===== src/rtl/ip_csum_acc.sv =====
// 32-bit ones-complement accumulator over two halfwords per beat, folded to 16 bits.
module ip_csum_acc (
    input  logic        aclk,
    input  logic        aresetn,
    input  logic        add,
    input  logic        clear,
    input  logic [31:0] data,
    output logic [15:0] sum
);
    logic [31:0] acc_q;
    logic [31:0] acc_next;
    logic [16:0] fold1;

    always_comb begin
        acc_next = acc_q;
        if (add)
            acc_next = acc_q + {16'h0000, data[31:16]} + {16'h0000, data[15:0]};
    end

    // The fold includes the beat being added this cycle, so the last header
    // beat can be judged in the same cycle it is accepted.
    always_comb begin
        fold1 = {1'b0, acc_next[31:16]} + {1'b0, acc_next[15:0]};
        sum   = fold1[15:0] + {15'h0000, fold1[16]};
    end

    always_ff @(posedge aclk or negedge aresetn) begin
        if (!aresetn)
            acc_q <= '0;
        else if (clear)
            acc_q <= '0;
        else if (add)
            acc_q <= acc_next;
    end
endmodule


===== config.mk =====
export PLATFORM = sky130hd
export DESIGN_NAME = ip_csum_acc
export DESIGN_NICKNAME = d
export VERILOG_FILES = /design/src/rtl/ip_csum_acc.sv
export SDC_FILE = /design/constraint.sdc
export NUM_CORES = 1
export LEC_CHECK = 0
export ABC_AREA = 1
export CELL_PAD_IN_SITES_DETAIL_PLACEMENT = 1
export CELL_PAD_IN_SITES_GLOBAL_PLACEMENT = 1
export CORE_UTILIZATION = 47
export CTS_BUF_LIST = sky130_fd_sc_hd__clkbuf_2 sky130_fd_sc_hd__clkbuf_4 sky130_fd_sc_hd__clkbuf_8
export DETAILED_ROUTE_END_ITERATION = 7
export DONT_BUFFER_PORTS = 1
export GPL_ROUTABILITY_DRIVEN = 0
export PLACE_DENSITY_LB_ADDON = 0.2
export SLEW_MARGIN = 20
export SYNTH_ARGS = -nofsm -noshare
export SYNTH_HDL_FRONTEND = slang
export SYNTH_SLANG_ARGS = --single-unit

===== constraint.sdc =====
create_clock -name aclk -period 7.25 [get_ports aclk]
set_input_delay 1.0875 -clock aclk [delete_from_list [all_inputs] [get_ports aclk]]
set_output_delay 1.0875 -clock aclk [all_outputs]
set_load 0.03 [all_outputs]

==> results by group <==
Synth
  • Distinct cells, synth: 35
  • Sequential share of the synthesized area: 18.1%
  • Syn_nets: 773
  • Mapped Cells: 685
  • Yosys warns: 0
  • Post-Syn Area: 4420 um2
  • Mean Syn Cell Area: 6.45 um2
  • #FFs+latches synth: 32

Status
  • Status: finished, final reports clean

Routing
  • Routed Wire Length: 14200 um
  • Routed vias: 4479
  • Drt wl/cell: 17.6 um
  • DR iter-0 viols: 200
  • Iteration count of the initial detailed-routing pass: 4
  • Vias per inst: 5.56
  • Post-route antenna net violation count: 0
  • Residual DRC: 0

STA
  • Slew @ Worst Pin: 0.636 ns
  • Final worst path period share: 96.7%
  • Final Hold Fails: 0
  • Rel. slew slack: 57.4%
  • Max Freq: 143 MHz
  • Clock skew: 0.0117 ns
  • Setup slack after layout: 0.237 ns
  • Final setup violation count: 0
  • Max Slew Vio Count: 0
  • Minimum clock period: 7.01 ns

Run
  • Max-cap viol count: 0

Finish
  • Fin area: 4850 um2
  • Register area: 801 um2
  • Number of flip-flops in the largest register: 32
  • Biggest register: acc_q
  • Synthesis-to-finish area growth: 9.80%
  • NumNets Final: 781
  • Post-layout util: 53.0%
  • Commonest non-fill, non-tap cell in the layout: nand2_1
  • Fraction of layout cells with a size suffix above 1: 14.3%
  • N_diodes: 0
  • Largest regs: acc_q x32
  • Filler cells: 1238
  • Commonest cells after routing, fill and taps aside: nand2_1, inv_1, nor2_1
  • Multi-input gate area: 3340 um2

Floorplan
  • Die area: 9790 um2
  • Initial cell density of the core: 48.3%
  • I/O pin count: 52
  • Die height: 98.9 um
  • Core Region: 9150 um2
  • Overall die width: 98.9 um
  • Num rows: 35

Worst setup path
  • CP Data Required Time: 6.16 ns
  • Reg2Reg Setup Slack: 4.42 ns
  • Peak per-stage delay on the critical path: 0.47 ns
  • Critical R2R Launch: acc_q[14]
  • Slowest CP cell: fa_1
  • Critical path peak fanout: 7
  • Crit path kind: input pin to output pin
  • Most used cell, CP: nand2_1
  • Critical path startpoint category: input pin
  • Reg2Reg Depth: 10
  • WP data arrival: 5.93 ns
  • Delay-heaviest family, CP: simple AND/OR/NAND/NOR gates
  • Critical path buffers and inverters: 4
  • Crit end category: output pin
  • R2r endpoint: acc_q[15]
  • Stages on worst setup path: 29

Place
  • Hpwl dp: 11600 um
  • I/O Buffers: 0
  • Placed instance area: 4570 um2
  • Setup slack at placement: -0.137 ns

Global route
  • Antenna violations before repair: 0
  • First-pass GRT wire length: 23100 um
  • Largest net degree at the start of global routing: 38
  • Total gr overflow: 0
  • Number of global-route vias before repair: 4844
  • Total track usage: 29.8%

Clock network
  • Hold_buf cts: 0
  • CTS Buf Count: 5
  • Worst-path clk slew: 0.08 ns
  • Clock Sinks: 32
  • Clk buf depth: 2
  • H-Tree Depth: 2
  • Clock Latency Late Sink: 0.29 ns
  • Root buffer selected by CTS: clkbuf_8
  • CTS tree: done

Pwr
  • Power per standard cell area: 273 nW/um2
  • Leak: 2.52 nW
  • Maximum VDD drop: 0.116 mV
  • Total power: 1.32 mW

Min path
  • Hold Path Class: input pin to asynchronous set/reset pin
Yosys cell counts (all sizes together):
library cell  instances  area (um2)
nand2               236         958
inv                 106         398
nor2                 59         272
nand3                53         305
a21oi                46         230
ha                   34         425
dfrtp                32         801
o21ai                22         110
fa                   18         360
nand4                14        93.8
xor2                 13         133
nor3                 10        60.1
and2                  7        43.8
nand3b                6        45.0
xnor2                 6        52.6
buf                   5        22.5
or2                   5        31.3
clkbuf                4        15.0
nor4                  3        18.8
a31oi                 2        12.5
o21bai                2        15.0
a21o                  1        7.51
o22ai                 1        6.26
how the worst max path moves through the flow:
stage          startpoint      end  slack, ns
3_5_place_dp      data[1]  sum[14]      -0.14
4_1_cts           data[3]  sum[10]       0.04
5_1_grt          data[14]  sum[13]     -0.004
6_report         data[14]  sum[10]       0.24
3_3_place_gp      data[1]  sum[14]       0.07
2_1_floorplan     data[1]  sum[10]       0.70
what timing repair did:
action / in CTS / in global routing
pin swaps: 0 / 3
setup buffers: 0 / 3
setup endpoints to repair: 5 / 10
resized for setup: 4 / 32
routing by layer:
metal	vias up	GRT usage (%)	part of all wire [%]
met5	-	0	0
met4	0	6.20	1.4
met3	16	4.82	4.4
met2	91	52.4	49
met1	2187	38.5	45
li1	2185	-	-
where the power goes:
group          leakage, nW  total, mW  switching (mW)  internal, mW
Combinational         2.04      0.951           0.639         0.311
Sequential           0.432      0.217          0.0176         0.199
Clock               0.0510      0.154          0.0783        0.0760
Total                 2.52       1.32           0.735         0.586
final cells by class:
| class | instances | share of cell area [%] |
|---|---|---|
| tap | 111 | 2.86 |
| sequential | 32 | 16.5 |
| inverter | 106 | 8.20 |
| clock buffer | 6 | 1.70 |
| clock inverter | 2 | 0.206 |
| multi-input combinational | 538 | 69.0 |
| timing repair buffer | 10 | 1.55 |
kinds of logic (layout without fill, tap and decap cells):
kind of cell,Yosys count,in the layout,synth area share (%)
flip-flops,32,32,18.1
buffers and inverters,115,124,9.86
XOR/XNOR,19,19,4.19
AO/OA/AOI/OAI,74,74,8.64
AND/OR/NAND/NOR,393,393,41.4
adder cells (fa/ha/maj),52,52,17.8
through the flow:
stage | hold slack (ns) | instances | TNS (ns)
finish | 0.478 | 805 | 0
global route | 0.468 | 805 | -0.00668
CTS | 0.475 | 802 | 0
detailed placement | 0.551 | 794 | -0.438
global placement | 0.536 | 794 | 0
floorplan | 0.526 | 685 | 0
Power figures use the tool's default switching activity.
